$ cat config.mk
export PLATFORM = sky130hd
export DESIGN_NAME = old_control_flat
export DESIGN_NICKNAME = d
export VERILOG_FILES = /design/src/rtl/old_control_if.sv /design/src/rtl/old_control.sv /design/src/flat_wrapper.sv
export SDC_FILE = /design/constraint.sdc
export NUM_CORES = 1
export LEC_CHECK = 0
export CORE_AREA = 3 3 40 42
export CTS_CLUSTER_SIZE = 25
export DETAILED_ROUTE_END_ITERATION = 10
export DIE_AREA = 0 0 43 45
export PLACE_DENSITY = 0.77
export SYNTH_ARGS = -nofsm -noshare
export SYNTH_HDL_FRONTEND = slang
export SYNTH_SLANG_ARGS = --single-unit
$ cat constraint.sdc
create_clock -name clk -period 2.3 [get_ports clk]
set_input_delay 0.23 -clock clk [delete_from_list [all_inputs] [get_ports clk]]
set_output_delay 0.23 -clock clk [all_outputs]
set_load 0.005 [all_outputs]
$ cat src/rtl/old_control_if.sv
// old_control_if: opcode/stall request and registered control strobes between the IR stage and the datapath
interface old_control_if;
  logic       stall;
  logic [5:0] opcode;
  logic       ALUSrc;
  logic [1:0] ALUOp;
  logic       RegDst;
  logic       MemWrite;
  logic       MemRead;
  logic       Beq;
  logic       Bne;
  logic       Jump;
  logic       MemToReg;
  logic       RegWrite;
  logic       Illegal;
  modport master (
    output stall, opcode,
    input  ALUSrc, ALUOp, RegDst, MemWrite, MemRead, Beq, Bne, Jump, MemToReg, RegWrite, Illegal
  );
  modport slave (
    input  stall, opcode,
    output ALUSrc, ALUOp, RegDst, MemWrite, MemRead, Beq, Bne, Jump, MemToReg, RegWrite, Illegal
  );
endinterface

$ cat src/rtl/old_control.sv
// old_control: registered MIPS-subset main decoder; unknown opcodes give a NOP bundle plus Illegal
module old_control (
  input  logic          clk,
  input  logic          reset,
  old_control_if.slave  bus
);
  typedef struct packed {
    logic       alu_src;
    logic [1:0] alu_op;
    logic       reg_dst;
    logic       mem_write;
    logic       mem_read;
    logic       beq;
    logic       bne;
    logic       jump;
    logic       mem_to_reg;
    logic       reg_write;
    logic       illegal;
  } ctrl_t;
  ctrl_t dec, ctrl_d, ctrl_q;
  always_comb begin
    dec = '0;
    case (bus.opcode)
      6'b000000: begin
        dec.reg_dst   = 1'b1;
        dec.reg_write = 1'b1;
        dec.alu_op    = 2'b10;
      end
      6'b100011: begin
        dec.alu_src    = 1'b1;
        dec.mem_read   = 1'b1;
        dec.mem_to_reg = 1'b1;
        dec.reg_write  = 1'b1;
      end
      6'b101011: begin
        dec.alu_src   = 1'b1;
        dec.mem_write = 1'b1;
      end
      6'b000100: begin
        dec.beq    = 1'b1;
        dec.alu_op = 2'b01;
      end
      6'b000101: begin
        dec.bne    = 1'b1;
        dec.alu_op = 2'b01;
      end
      6'b000010: dec.jump = 1'b1;
      default:   dec.illegal = 1'b1;
    endcase
    ctrl_d = bus.stall ? ctrl_q : dec;
  end
  always_ff @(posedge clk) begin
    if (reset) ctrl_q <= '0;
    else       ctrl_q <= ctrl_d;
  end
  assign bus.ALUSrc   = ctrl_q.alu_src;
  assign bus.ALUOp    = ctrl_q.alu_op;
  assign bus.RegDst   = ctrl_q.reg_dst;
  assign bus.MemWrite = ctrl_q.mem_write;
  assign bus.MemRead  = ctrl_q.mem_read;
  assign bus.Beq      = ctrl_q.beq;
  assign bus.Bne      = ctrl_q.bne;
  assign bus.Jump     = ctrl_q.jump;
  assign bus.MemToReg = ctrl_q.mem_to_reg;
  assign bus.RegWrite = ctrl_q.reg_write;
  assign bus.Illegal  = ctrl_q.illegal;
endmodule

$ cat src/flat_wrapper.sv
// flat-port wrapper written by rule: the top's interface ports become plain ports
module old_control_flat 
  (clk, reset, bus_stall, bus_opcode, bus_ALUSrc, bus_ALUOp, bus_RegDst, bus_MemWrite, bus_MemRead, bus_Beq, bus_Bne, bus_Jump, bus_MemToReg, bus_RegWrite, bus_Illegal);
  old_control_if bus_i ();
  input  logic clk;
  input  logic reset;
  input wire logic [$bits(bus_i.stall)-1:0] bus_stall;
  input wire logic [$bits(bus_i.opcode)-1:0] bus_opcode;
  output wire logic [$bits(bus_i.ALUSrc)-1:0] bus_ALUSrc;
  output wire logic [$bits(bus_i.ALUOp)-1:0] bus_ALUOp;
  output wire logic [$bits(bus_i.RegDst)-1:0] bus_RegDst;
  output wire logic [$bits(bus_i.MemWrite)-1:0] bus_MemWrite;
  output wire logic [$bits(bus_i.MemRead)-1:0] bus_MemRead;
  output wire logic [$bits(bus_i.Beq)-1:0] bus_Beq;
  output wire logic [$bits(bus_i.Bne)-1:0] bus_Bne;
  output wire logic [$bits(bus_i.Jump)-1:0] bus_Jump;
  output wire logic [$bits(bus_i.MemToReg)-1:0] bus_MemToReg;
  output wire logic [$bits(bus_i.RegWrite)-1:0] bus_RegWrite;
  output wire logic [$bits(bus_i.Illegal)-1:0] bus_Illegal;
  assign bus_i.stall = bus_stall;
  assign bus_i.opcode = bus_opcode;
  assign bus_ALUSrc = bus_i.ALUSrc;
  assign bus_ALUOp = bus_i.ALUOp;
  assign bus_RegDst = bus_i.RegDst;
  assign bus_MemWrite = bus_i.MemWrite;
  assign bus_MemRead = bus_i.MemRead;
  assign bus_Beq = bus_i.Beq;
  assign bus_Bne = bus_i.Bne;
  assign bus_Jump = bus_i.Jump;
  assign bus_MemToReg = bus_i.MemToReg;
  assign bus_RegWrite = bus_i.RegWrite;
  assign bus_Illegal = bus_i.Illegal;
  old_control u_core (.clk(clk), .reset(reset), .bus(bus_i));
endmodule
# [Word level (Yosys, flattened, before mapping)]
# Cells that the tools add are included.
# W data, S select, Z words.
[classes] n_addsub=0 multipliers=0 div_mod_pow=0 n_lt_le_gt_ge=0 n_eq_ne=5 shift=0 n_mux=10 n_bitwise=0 n_reduce_logical=5
[op_table] op="$eq A6 B3 Y1 const B" n=2
[op_table] op="$eq A6 B6 Y1 const B" n=2
[op_table] op="$mux W1" n=9
[op_table] op="$eq A6 B2 Y1 const B" n=1
[op_table] op="$logic_not A6 Y1" n=1
[op_table] op="$reduce_or A2 Y1" n=3
[op_table] op="$reduce_or A6 Y1" n=1
[op_table] op="$pmux W2 S2" n=1
[totals] register_bits=11 latchBits=0 ramBits=0 mem_bits_ro=0 inputBits=9 output_inout_bits=12 wordCells=30 mem_count=0

# [Depth between registers and ports, before layout]
# Gate-level depths: netlist (run 1).
[logic_depth] depth_word=3 ltp_mapped=4 depth_no_buf=3

# [Worst setup path before layout (run 1)]
# No wires, ideal clock.
[synth_timing] kind="input port to flip-flop" start="input bus_opcode[0]" end="register u_core.ctrl_q, in the netlist u_core.bus.Jump" setup_time_ps=70 t_arrival_ps=1191 required_ps=2230 slack_ps=1039 cell_stages=3 path_buffers=0 cell_sequence="or3_4 > or4_1 > a21oi_1"
[synth_via] elab_chain_cells=2
[synth_rtl] element="start, declared" line="flat_wrapper.sv:8" text="input wire logic [$bits(bus_i.opcode)-1:0] bus_opcode;"
[synth_rtl] element="$eq A6 B2 Y1" line="old_control.sv:23" text="case (bus.opcode)"
[synth_rtl] element="$mux W1" line="old_control.sv:23"
[synth_rtl] element="end signal, assigned" line="old_control.sv:54" text="else ctrl_q <= ctrl_d;"
[synth_rtl] element="end, declared" line="old_control.sv:20" text="ctrl_t dec, ctrl_d, ctrl_q;"
# Every way passes these cells.
# A chain may end at the register's enable or synchronous reset.

# [Worst setup path in the final report (run 1)]
[layout_timing] start="input bus_opcode[3]" end="register u_core.ctrl_q, in the netlist u_core.bus.Jump"
# The elaborated chain is that of the path after synthesis.

==> impl_results.md, run 1 <==
* Final core occ at 52.5%
* Clock share of power at 41.4%
* Area grow syn2layout at 51.4%
* Post-synthesis cell count at 54
* Via-per-instance ratio at 5.26
* Die span in y at 45 um
* Root Buffer Master: clkbuf_4
* DRT Wirelength at 1060 um
* Initial core utilization at 34.7%
* Crit path largest cell delay at 470 ps
* CP Data Required Time at 2510 ps
* Max-Cap Viols at 0
* Async S/R FF share, synth at 0%
* Worst ir drop on vdd at 0.344 mV
* Clk Latency, worst-skew pair at 270 ps
* Fillers at 133
* Most frequent cell after synthesis: dfxtp_1
* Commonest cells post-synth: dfxtp_1, a21oi_1, nand2_1
* Post-synth top area share at 44.9%
* N_diodes at 0
* Power per cell area at 584 nW/um2
* Combinational power share at 12.6%
* Max-slew violation count at 0
* Switching share of power at 23.3%
* Yosys reg bits at 10
* Mapped Nets at 63
* Post-CTS sizing at 0
* Unique cell type count in the Yosys netlist at 21
* Post-CTS Hold Buffers at 0
* Worst Max-Slew Pin Slew at 538 ps
* DIE WIDTH at 43 um
* Cell Int Power at 0.302 mW
* First-pass GRT wire length at 1760 um
* Largest net degree at the start of global routing at 19
* Routed length per instance at 12.0 um
* Share of cells above drive strength 1 at 8.22%
* Slew HR at 64.0%
* Dpl cell area at 638 um2
* CP bufs+invs at 1
* Max clock buf depth at 2
* GRT Overall Usage at 13.1%
* RSZ-0062 raised after global routing: false
* GRT Residual Overflow at 0
* Vias in the first global route at 416
* # DRC at 0
* Syn Area/Cell at 8.25 um2
* EDFF count, synth at 0
* Worst Setup Start Kind: primary input
* TritonCTS Buffers at 3
* # IOs at 21
* Hold Fails Final Rpt at 0
* Register area share after synthesis at 44.9%
* Top_reg_cell synth: dfxtp_1
* Hold WC Path Type: flop to flop
* Post-CTS setup buffer count at 0
* Antenna Violating Nets Remaining at 0
* Status: finished, final reports clean
* Worst setup path class: primary input to flop
* Ranking of synthesized cells by area: dfxtp_1, a21oi_1, or4_1
* Post-layout min period at 1520 ps
* Drt first pass iters at 2
* Delay-heaviest family, CP: simple AND/OR/NAND/NOR gates
* F_max at 0.657 GHz
* Crit-path cells: clkdlybuf4s50_1 -> or3_4 -> or4_1 -> a21oi_1
* Row Count at 13
* Design Area, Final at 674 um2
* CTS tree: built
* Largest fanout on the critical path at 5
* Synth area leader: dfxtp_1
* Sink Count at 10
* Slowest stage cell, crit path: clkdlybuf4s50_1
* Register share of total power at 45.9%
* Worst Setup End Kind: flop
* Post-layout net count at 83
* Pleak at 0.232 nW
* Synth warn at 0
* Antenna violations before repair at 0
* CP arrival at 1730 ps
* Sw power at 0.0915 mW
* Clock transition at the registers of the reported paths at 70 ps
* H-tree Lvls at 1
* Die area at 1940 um2
* Total negative slack at 0 ps
* Final Cycle Share at 66.1%
* Setup Skew at 0 ps
* Core area at 1280 um2
* HPWL after detailed placement at 798 um
* First-iteration detailed-routing DRC count at 4
* Synth Cell Area at 445 um2
* Port Buf Inserts at 20
* Final Setup Violations at 0
* GP Congestion at 0.708
* Via count at 463
[per-layer routing]
metal / part of all wire [%] / GRT usage, % / vias up
li1: - / - / 231
met1: 43 / 14.1 / 213
met2: 47 / 19.8 / 14
met3: 6.4 / 7.17 / 5
met4: 3.2 / 9.04 / 0
met5: 0 / 0 / -
[cell usage in the layout (no fill, tap or decap)]
master            n
nor3_1            2
nor2b_1           1
a311oi_1          1
nand3_1           1
nand2_1           6
or3_1             3
nor2_1            4
a211oi_1          1
a221oi_1          1
inv_1             4
clkdlybuf4s50_1  20
a2111oi_0         1
clkbuf_4          3
a31o_2            1
a31oi_1           1
a21oi_1           6
dfxtp_1          10
or4_1             4
or2_1             1
clkbuf_8          1
or3_4             1
[layout make-up]
cell class	count	area, um2	share of cell area [%]
multi-input cells	35	204	30.2
flip-flops and latches	10	200	29.7
repair buffers	20	200	29.7
clock buffers	4	36.3	5.38
well taps	15	18.8	2.78
inverters	4	15.0	2.23
[kinds of logic after synthesis]
logic type,synth area share [%]
AOI/OAI and AO/OA,17.7
buffers and inverters,9.27
DFF,44.9
and+or+nand+nor,28.1
[metrics by stage]
step | total power [mW] | hold WS, ps | instances | setup WS (ps)
3_3_place_gp | 0.234 | 449 | 84 | 525
2_1_floorplan | 0.204 | 413 | 54 | 1040
4_1_cts | 0.401 | 474 | 88 | 777
3_5_place_dp | 0.235 | 462 | 84 | 488
6_report | 0.394 | 471 | 88 | 779
5_1_grt | 0.415 | 498 | 88 | 687
[worst register-to-register path, stage by stage, from the launching register on]
cell       delay [ps]
dfxtp_1           330
inv_1              40
a2111oi_0         340
[power by group through the flow]
stage          clock, mW  sequential, mW  combinational, mW
2_1_floorplan          0           0.185             0.0191
3_3_place_gp           0           0.185             0.0492
3_5_place_dp           0           0.185             0.0500
4_1_cts            0.170           0.181             0.0502
5_1_grt            0.178           0.182             0.0555
6_report           0.163           0.181             0.0497
[path summary, 6_finish.rpt]
| kind | start | endpoint | slack (ps) | cells after the start |
|---|---|---|---|---|
| max | bus_opcode[3] | u_core.bus.Jump | 780 | 4 |
| min | u_core.bus.ALUSrc | u_core.bus.ALUSrc | 470 | 2 |
| max reg2reg | u_core.bus.Beq | u_core.bus.Beq | 1480 | 2 |
| min reg2reg | u_core.bus.ALUSrc | u_core.bus.ALUSrc | 470 | 2 |
Power figures use the tool's default switching activity.
==> run 2, diff against run 1 <==
- clock period: 2.3 -> 1.4 ns (I/O delays scaled with it)
==> run 2 against run 1 <==
  * Combinational power grew 100%
  * Non-clock buffer count grew 9
  * Total power grew 50%
  * Clock power grew 17%
  * Cell area grew 9.1%
  * Flip-flop and latch count is the same
  * Count of clock-buffer cells in the layout shrank 1
  * Final cell count grew 9.1%
==> impl_results.md, run 2 (synthesized netlist as in run 1, its figures left out) <==
* Total negative slack at 0 ps (unchanged)
* # DRC at 0 (unchanged)
* Largest fanout on the critical path at 8 (+3)
* Worst Setup Start Kind: primary input
* First-pass GRT wire length at 1860 um (+5.9%)
* CP Data Required Time at 1600 ps (-910 ps)
* Pleak at 0.295 nW (+27%)
* WHS Path Cells at 4 (+2)
* Max-slew violation count at 0 (unchanged)
* CP arrival at 1500 ps (-230 ps)
* Share of cells above drive strength 1 at 17.3% (+9.1 points)
* TritonCTS Buffers at 3 (unchanged)
* HPWL after detailed placement at 881 um (+10%)
* N_diodes at 0 (unchanged)
* Root Buffer Master: clkbuf_4
* Worst Setup End Kind: flop
* GP Congestion at 0.747 (+5.6%)
* DRT Wirelength at 1140 um (+7.6%)
* Final Setup Violations at 0 (unchanged)
* Crit path largest cell delay at 490 ps (+20 ps)
* Die span in y at 45 um (unchanged)
* Antenna Violating Nets Remaining at 0 (unchanged)
* Dpl cell area at 706 um2 (+11%)
* Total power at 0.589 mW (+50%)
* Max clock buf depth at 2 (unchanged)
* CP bufs+invs at 1 (unchanged)
* DIE WIDTH at 43 um (unchanged)
* GRT Overall Usage at 13.3% (+0.14 points)
* Clk Latency, worst-skew pair at 260 ps (about the same)
* Worst Max-Slew Pin Slew at 345 ps (-194 ps)
* Final Cycle Share at 92.9%
* Hold Fails Final Rpt at 0 (unchanged)
* Status: finished, final reports clean
* Worst ir drop on vdd at 0.384 mV (+12%)
* Via count at 467 (+0.86%)
* Routed length per instance at 11.9 um (-1.3%)
* Slew HR at 76.4% (+12 points)
* Hold WC Path Type: primary input to flop
* Power per cell area at 801 nW/um2 (+37%)
* Sink Count at 10 (unchanged)
* Via-per-instance ratio at 4.86 (-7.5%)
* Reg2reg start: u_core.bus.Beq
* Delay-heaviest family, CP: simple AND/OR/NAND/NOR gates
* Commonest non-fill, non-tap cells in the layout: clkdlybuf4s50_1, dfxtp_1, buf_4
* # IOs at 21 (unchanged)
* Drt first pass iters at 4 (+2)
* Crit-path cells: clkdlybuf4s50_1 -> or2_1 -> or4_1 -> a21oi_1
* GRT Residual Overflow at 0 (unchanged)
* Reg2reg end: u_core.bus.Beq
* Worst setup path class: primary input to flop
* Area grow syn2layout at 65.2%
* Worst hold start: bus_opcode[0]
* First-iteration detailed-routing DRC count at 6 (+2)
* Post-layout net count at 92 (+11%)
* R2r worst-path depth at 2 (unchanged)
* F_max at 0.769 GHz
* RSZ-0062 raised after global routing: false
* Post-CTS Hold Buffers at 0 (unchanged)
* Setup Skew at 0 ps (unchanged)
* Vias in the first global route at 440 (+5.8%)
* CTS tree: built
* H-tree Lvls at 1 (unchanged)
* Commonest non-fill, non-tap cell in the layout: clkdlybuf4s50_1
* Largest net degree at the start of global routing at 10 (-9)
* Initial core utilization at 34.7% (unchanged)
* Die area at 1940 um2 (unchanged)
* Max-Cap Viols at 0 (unchanged)
* Slowest stage cell, crit path: or4_1
* R2R setup slack at 540 ps (-940 ps)
* Row Count at 13 (unchanged)
* Clock transition at the registers of the reported paths at 60 ps (about the same)
* Core area at 1280 um2 (unchanged)
* Design Area, Final at 736 um2 (+9.1%)
* Port Buf Inserts at 20 (unchanged)
* Post-layout min period at 1300 ps
* Min-Delay Endpoint: u_core.bus.Jump
* Antenna violations before repair at 0 (unchanged)
[run 2: cell count changes in the layout (fill, tap and decap cells not counted)]
cell,before,now
clkdlybuf4s50_1,20,17
buf_4,0,9
dlymetal6s2s_1,0,3
clkbuf_8,1,0
[run 2: area by class of cell]
class / instances / area (um2)
tap: 15 / 18.8
inverter: 4 / 15.0
clock buffer: 3 / 22.5
multi-input combinational: 35 / 204
sequential: 10 / 200
fill: 131 / 549
timing repair buffer: 29 / 275
[run 2: metal layers]
| layer | vias up | wire (um) | track usage (%) |
|---|---|---|---|
| li1 | 248 | - | - |
| met1 | 199 | 511 | 16.2 |
| met2 | 16 | 530 | 20.4 |
| met3 | 4 | 69 | 2.39 |
| met4 | 0 | 29 | 10.8 |
| met5 | - | 0 | 0 |
[run 2: how the worst max path moves through the flow]
| stage | startpoint | end | cells past startpoint |
|---|---|---|---|
| after global placement | bus_opcode[3] | u_core.bus.RegWrite | 4 |
| final | bus_opcode[2] | u_core.bus.MemWrite | 4 |
| after detailed placement | bus_opcode[0] | u_core.bus.Jump | 4 |
| after floorplan | bus_opcode[0] | u_core.bus.Jump | 3 |
| after global routing | bus_opcode[2] | u_core.bus.RegWrite | 4 |
| after CTS | bus_opcode[0] | u_core.bus.RegDst | 4 |
[run 2: report_power, final]
group | internal (mW) | total (mW) | switching (mW)
registers | 0.293 | 0.297 | 0.00475
logic | 0.0601 | 0.100 | 0.0403
clock network | 0.0991 | 0.191 | 0.0922
total | 0.452 | 0.589 | 0.137
[run 2: worst min-delay path, stage by stage]
cell and delay [ps]:
dlymetal6s2s_1 100, or3_4 140, or4_1 100, a21oi_1 60
[run 2: what timing repair did]
action,4_1_cts,5_1_grt
pin swaps,1,3
setup buffers,0,0
endpoints found under the hold margin,0,0
endpoints found under the setup margin,1,3
gates resized for setup,0,3
[run 2: through the flow]
step,utilization [%],hold slack [ps],setup slack (ps),std cells
floorplan,-,323,229,54
global placement,54.9,448,-251,93
detailed placement,54.9,457,-274,93
CTS,56.7,467,17.1,96
global route,57.3,338,10.7,96
finish,57.3,321,100,96
